File: src/rtl/hazard_ctrl.sv
`default_nettype none
// ============================================================================
// Module      : hazard_ctrl
// Description : Pipeline hazard controller. Detects load-use hazards between
//               the EX-stage load and the ID-stage sources, and handles taken
//               branches and jumps. Branch flush beats load-use stall, which
//               beats jump flush. A stall inserts exactly one bubble.
//               Optional event counters are built when HAZARD_STATS_EN is
//               defined; otherwise stall_cnt/flush_cnt are tied to zero.
// Revision    : 1.0 - initial release
// ============================================================================
module hazard_ctrl (
  input  logic        clk,
  input  logic        rst_n,
  input  logic        memread_s3,
  input  logic [4:0]  rt_addr_s3,
  input  logic [4:0]  rs_addr_s2,
  input  logic [4:0]  rt_addr_s2,
  input  logic        uses_rt_s2,
  input  logic        branch_taken,
  input  logic        jump_s2,
  output logic        pc_write,
  output logic        ifid_write,
  output logic        ifid_flush,
  output logic        idex_bubble,
  output logic [1:0]  state,
  output logic [15:0] stall_cnt,
  output logic [15:0] flush_cnt
);

  typedef enum logic [1:0] {
    RUN   = 2'd0,
    STALL = 2'd1,
    FLUSH = 2'd2
  } state_t;

  state_t state_q;
  state_t state_d;
  logic   hazard;

  // Load in EX writes a register that the ID instruction reads; r0 never hazards
  assign hazard = memread_s3 && (rt_addr_s3 != 5'd0) &&
                  ((rt_addr_s3 == rs_addr_s2) ||
                   (uses_rt_s2 && (rt_addr_s3 == rt_addr_s2)));

  // Next-state and Mealy outputs; hazard only honoured in RUN since EX holds a bubble otherwise
  always_comb begin
    state_d     = RUN;
    pc_write    = 1'b1;
    ifid_write  = 1'b1;
    ifid_flush  = 1'b0;
    idex_bubble = 1'b0;
    if (!rst_n) begin
      pc_write    = 1'b0;
      ifid_write  = 1'b0;
      ifid_flush  = 1'b1;
      idex_bubble = 1'b1;
      state_d     = RUN;
    end else if (branch_taken) begin
      ifid_flush  = 1'b1;
      idex_bubble = 1'b1;
      state_d     = FLUSH;
    end else if (hazard && (state_q == RUN)) begin
      pc_write    = 1'b0;
      ifid_write  = 1'b0;
      idex_bubble = 1'b1;
      state_d     = STALL;
    end else if (jump_s2) begin
      ifid_flush  = 1'b1;
    end
  end

  // State register
  always_ff @(posedge clk or negedge rst_n) begin
    if (!rst_n) begin
      state_q <= RUN;
    end else begin
      state_q <= state_d;
    end
  end

  assign state = state_q;

`ifdef HAZARD_STATS_EN
  logic [15:0] stall_cnt_q;
  logic [15:0] stall_cnt_d;
  logic [15:0] flush_cnt_q;
  logic [15:0] flush_cnt_d;

  // Saturating event counters: stall entries and IF/ID flush cycles
  always_comb begin
    stall_cnt_d = stall_cnt_q;
    flush_cnt_d = flush_cnt_q;
    if (rst_n && (state_d == STALL) && (stall_cnt_q != 16'hFFFF)) begin
      stall_cnt_d = stall_cnt_q + 16'd1;
    end
    if (rst_n && ifid_flush && (flush_cnt_q != 16'hFFFF)) begin
      flush_cnt_d = flush_cnt_q + 16'd1;
    end
  end

  // Counter registers
  always_ff @(posedge clk or negedge rst_n) begin
    if (!rst_n) begin
      stall_cnt_q <= 16'd0;
      flush_cnt_q <= 16'd0;
    end else begin
      stall_cnt_q <= stall_cnt_d;
      flush_cnt_q <= flush_cnt_d;
    end
  end

  assign stall_cnt = stall_cnt_q;
  assign flush_cnt = flush_cnt_q;
`else
  assign stall_cnt = 16'd0;
  assign flush_cnt = 16'd0;
`endif

endmodule
`default_nettype wire
File: config.mk
export PLATFORM = sky130hd
export DESIGN_NAME = hazard_ctrl
export DESIGN_NICKNAME = d
export VERILOG_FILES = /design/src/rtl/hazard_ctrl.sv
export SDC_FILE = /design/constraint.sdc
export NUM_CORES = 1
export LEC_CHECK = 0
export CORE_UTILIZATION = 26
export CTS_CLUSTER_SIZE = 25
export DETAILED_ROUTE_END_ITERATION = 12
export PLACE_DENSITY_LB_ADDON = 0.3
export SETUP_SLACK_MARGIN = 0.02
export SLEW_MARGIN = 20
export SYNTH_ARGS = -nofsm -noshare
export SYNTH_HDL_FRONTEND = slang
export SYNTH_SLANG_ARGS = --single-unit
File: constraint.sdc
create_clock -name clk -period 3 [get_ports clk]
set_clock_uncertainty 0.15 [all_clocks]
set_input_delay 0.75 -clock clk [delete_from_list [all_inputs] [get_ports clk]]
set_output_delay 0.75 -clock clk [all_outputs]
set_load 0.02 [all_outputs]
==> Yosys cells after proc, flatten, opt, wreduce, memory -nomap -nowiden <==
Index checks and enable logic that the tools add are counted.
Widths: inputs -> output; s select.
{ "word_totals": {"regBits": 2, "latch_bits": 0, "ramBits": 0, "rom_bits": 0, "out_inout_bits": 38, "memories": 0} }
{ "op_classes": {"addsub": 0, "multipliers": 0, "n_div": 0, "magnitude_cmp": 0, "n_eq_ne": 2, "shift": 0, "muxes": 13, "bitwise_logic": 0, "reduce_logical": 7} }
{ "ops": {"columns": ["cell", "n"], "rows": [
  ["$mux 1", 11],
  ["$eq 5x5->1", 2],
  ["$reduce_bool 5->1", 1],
  ["$logic_and 1x1->1", 4],
  ["$mux 2", 2],
  ["$logic_not 2->1", 1],
  ["$logic_or 1x1->1", 1]
]} }

==> Longest topological paths before layout <==
{ "depth": {"ltp_word": 8, "depth_mapped": 5} }

==> Least setup slack after synthesis <==
OpenSTA, ideal clock, no wires.
{ "synth_path": {"path_kind": "input port to output port", "start": "input port rt_addr_s3[3]", "end": "output port pc_write", "arrival_time_ns": 1.914, "t_required_ns": 2.100, "slack_ns": 0.186, "stages": 4, "path_buffers": 1, "path_cell_list": "or4_4 o211ai_2 o31a_1 buf_4"} }
{ "synth_via": {"elab_chain_len": 8, "word_cells_on_any_way": 11, "classes_between": "eq/ne (2); mux (3); reduce/logical (6)"} }
{ "synth_lines": {"columns": ["item", "line", "source"], "rows": [
  ["start: declaration", "16", "input logic [4:0] rt_addr_s3,"],
  ["$eq 5x5->1", "44", "(uses_rt_s2 && (rt_addr_s3 == rt_addr_s2)));"],
  ["$logic_and 1x1->1", "44", null],
  ["$logic_or 1x1->1", "43", "((rt_addr_s3 == rs_addr_s2) ||"],
  ["$logic_and 1x1->1 *", "42", "assign hazard = memread_s3 && (rt_addr_s3 != 5'd0) &&"],
  ["$logic_and 1x1->1 *", "63", "end else if (hazard && (state_q == RUN)) begin"],
  ["$mux 1 * (3 in a row)", null, null],
  ["end: declaration", "22", "output logic pc_write,"]
]} }
Every way passes the cells marked *; elsewhere a longest branch is shown, timed or not.

==> Worst setup path after layout <==
{ "layout_path": {"start": "input port rt_addr_s2[2]", "end": "output port ifid_write"} }
{ "layout_via": {"elab_chain_len": 8} }
{ "layout_lines": {"columns": ["item", "line", "source"], "rows": [
  ["start: declaration", "18", "input logic [4:0] rt_addr_s2,"],
  ["$eq 5x5->1", "44", null],
  ["$logic_and 1x1->1", "44", null],
  ["$logic_or 1x1->1", "43", null],
  ["$logic_and 1x1->1", "42", null],
  ["$logic_and 1x1->1", "63", null],
  ["$mux 1", "63", null],
  ["$mux 1", "59", "end else if (branch_taken) begin"],
  ["$mux 1", "53", "if (!rst_n) begin"],
  ["end: declaration", "23", "output logic ifid_write,"]
]} }
No other way between the ends.

==> impl_metrics.json <==
{
  "total_power_w": 0.000191,
  "startpoint": "rt_addr_s2[2]",
  "synthMostInstantiatedCell": "buf_4",
  "fin_cells": 120,
  "core.rowCount": 15,
  "rsz0062_at_grt": "no",
  "fin_crit_sh_pct": 97.5,
  "drt-initial-drc-count": 1,
  "io_pins": 59,
  "grt_pass1_wl_um": 1330,
  "wl_per_cell_um": 8.05,
  "crit_required_ns": 2.10,
  "ys_async_sr_fraction_pct": 100,
  "cts.sinks": 2,
  "ant_nets": 0,
  "critPathKind": "primary input to output pin",
  "seq_area_frac_synth_pct": 10.2,
  "wirelength_um": 966,
  "synth_area_um2": 489,
  "fin_area_um2": 728,
  "fp.coreArea_mm2": 0.00175,
  "run_status": "finished, final reports clean",
  "fillCellCount": 196,
  "vdd_drop_max_mv": 0.275,
  "seq_area_um2": 50.0,
  "layout.nets": 118,
  "min_period_ns": 2.92,
  "place.gp.congestion": 0.748,
  "synth_largest_area_cell": "buf_4",
  "p_per_area_mw_per_mm2": 262,
  "slew_violations": 0,
  "finalHoldViolCount": 0,
  "diodes": 0,
  "htree_levels": 1,
  "largest_reg_flops": 2,
  "dp_hpwl_um": 838,
  "syn_inst": 60,
  "avgSynthCellArea_um2": 8.15,
  "start_kind": "primary input",
  "drive_gt1_share_pct": 27.4,
  "area_growth_pct": 48.8,
  "clk_latency_ns": 0.22,
  "hold_class": "flop to flop",
  "synth-edff-count": 0,
  "cp_max_fo": 3,
  "worstPathArrival_ns": 2.02,
  "r2r-start": "state[1]$_DFF_PN0_",
  "track_usage_pct": 9.31,
  "grt_start_max_net_pins": 5,
  "clkSlewWorstSetupHoldPaths_ns": 0.03,
  "chipHeight_um": 45.4,
  "synthFlopType": "dfrtp_1",
  "vias_per_cell": 3.47,
  "die_w_um": 45.4,
  "grt_pass1_vias": 352,
  "grt_overflow": 0,
  "yosys.area.top_type_share_pct": 50.6,
  "drc": 0,
  "firstDrtPassIters": 3,
  "cts_made_buffers": 3,
  "cts.path.max_buffers": 2,
  "initial_core_util_pct": 28.0,
  "cts-root-buf": "clkbuf_4",
  "placedCellCount": 116,
  "worst_setup_path_end_kind": "output pin",
  "timing.fmax_mhz": 342,
  "cap_violations": 0,
  "vias": 416,
  "netlist_top_cells_count": "33 x buf_4, 9 x xor2_1, 2 x dfrtp_1, 2 x nor2_1, 2 x nor3_1",
  "yosys-top-cells-area": "buf_4 51%, xor2_1 16%, dfrtp_1 10%",
  "cts_tree": "built",
  "synth_warnings": 0,
  "hp-start": "state[1]$_DFF_PN0_",
  "synth.distinct_cells": 17,
  "yosys_register_bits": 2,
  "setup_viol": 0,
  "leakage_nw": 0.383,
  "port_buffers": 26,
  "die_area_mm2": 0.00206,
  "postCtsHoldBufs": 0,
  "place_area_um2": 702,
  "antenna_found_initial": 0,
  "multi_input_area_um2": 335
}
-- power breakdown --
group,total [W],switching [W],internal (W)
Clock,0.0000582,0.0000141,0.0000440
Combinational,0.000104,0.0000639,0.0000401
Sequential,0.0000284,0.000000391,0.0000280
Total,0.000191,0.0000784,0.000112
-- cell usage in the layout, fill, tap and decap left out --
cell / Yosys / layout
conb_1: 1 / 32
xor2_1: 9 / 9
clkdlybuf4s50_1: 0 / 8
buf_4: 33 / 8
buf_2: 0 / 5
dlygate4sd2_1: 0 / 4
clkbuf_4: 0 / 3
buf_6: 0 / 3
nor2_1: 2 / 2
dlymetal6s2s_1: 0 / 2
clkdlybuf4s15_1: 0 / 2
clkbuf_2: 0 / 2
dfrtp_1: 2 / 2
nand2b_1: 1 / 1
nor4_2: 0 / 1
xnor2_1: 1 / 1
nor3_2: 0 / 1
a32oi_2: 0 / 1
or4_4: 1 / 1
o211ai_4: 0 / 1
nor3_1: 2 / 1
and2_1: 1 / 1
o21bai_1: 1 / 1
or2_1: 1 / 1
o22a_1: 1 / 1
o31a_1: 1 / 1
-- final timing paths --
check,slack [ns],cells past startpoint,to
worst max-delay path,0.08,6,ifid_write
worst min-delay path,0.53,4,state[0]$_DFF_PN0_
worst max register to register,1.82,4,state[0]$_DFF_PN0_
worst min register to register,0.53,4,state[0]$_DFF_PN0_
max in group asynchronous,1.94,2,state[1]$_DFF_PN0_
min in group asynchronous,0.66,2,state[0]$_DFF_PN0_
-- kinds of logic after synthesis --
kind of cell | Yosys count | synth area share (%)
compound gates | 5 | 9.46
xor+xnor | 10 | 17.9
buf+inv | 33 | 50.6
flops | 2 | 10.2
other cells | 1 | 0.767
simple gates | 9 | 11.0
-- cell type report --
type	count	share of cell area, %
Clock buffer	3	3.09
Tap cell	25	4.30
Sequential cell	2	6.87
Multi-Input combinational cell	56	46.0
Timing Repair Buffer	34	39.7
-- critical path, cell delays in order --
cell             delay [ns]
clkdlybuf4s15_1        0.18
xor2_1                 0.16
nor4_2                 0.28
a32oi_2                0.17
o31a_1                 0.34
buf_6                  0.14
-- stage by stage --
| step | setup slack [ns] | setup TNS [ns] | util [%] | hold slack (ns) |
|---|---|---|---|---|
| finish | 0.0760 | 0 | 41.7 | 0.530 |
| global route | 0.0295 | 0 | 41.7 | 0.571 |
| CTS | 0.0220 | 0 | 41.4 | 0.518 |
| detailed placement | -0.707 | -2.73 | 40.2 | 0.513 |
| global placement | -0.704 | -2.73 | 40.2 | 0.516 |
| floorplan | 0.186 | 0 | - | 0.304 |
-- routing by layer --
metal	global-route usage (%)	up-vias	wire, um
met3	7.54	0	213
met4	3.64	0	0
met1	8.39	176	349
met2	15.4	39	403
met5	0	-	0
li1	-	201	-
-- what timing repair did --
item	4_1_cts	5_1_grt
gates resized for setup	52	6
setup buffers	1	0
pin swaps	8	10
endpoints found under the setup margin	4	4
No activity file was read; power rests on OpenSTA's default activity.
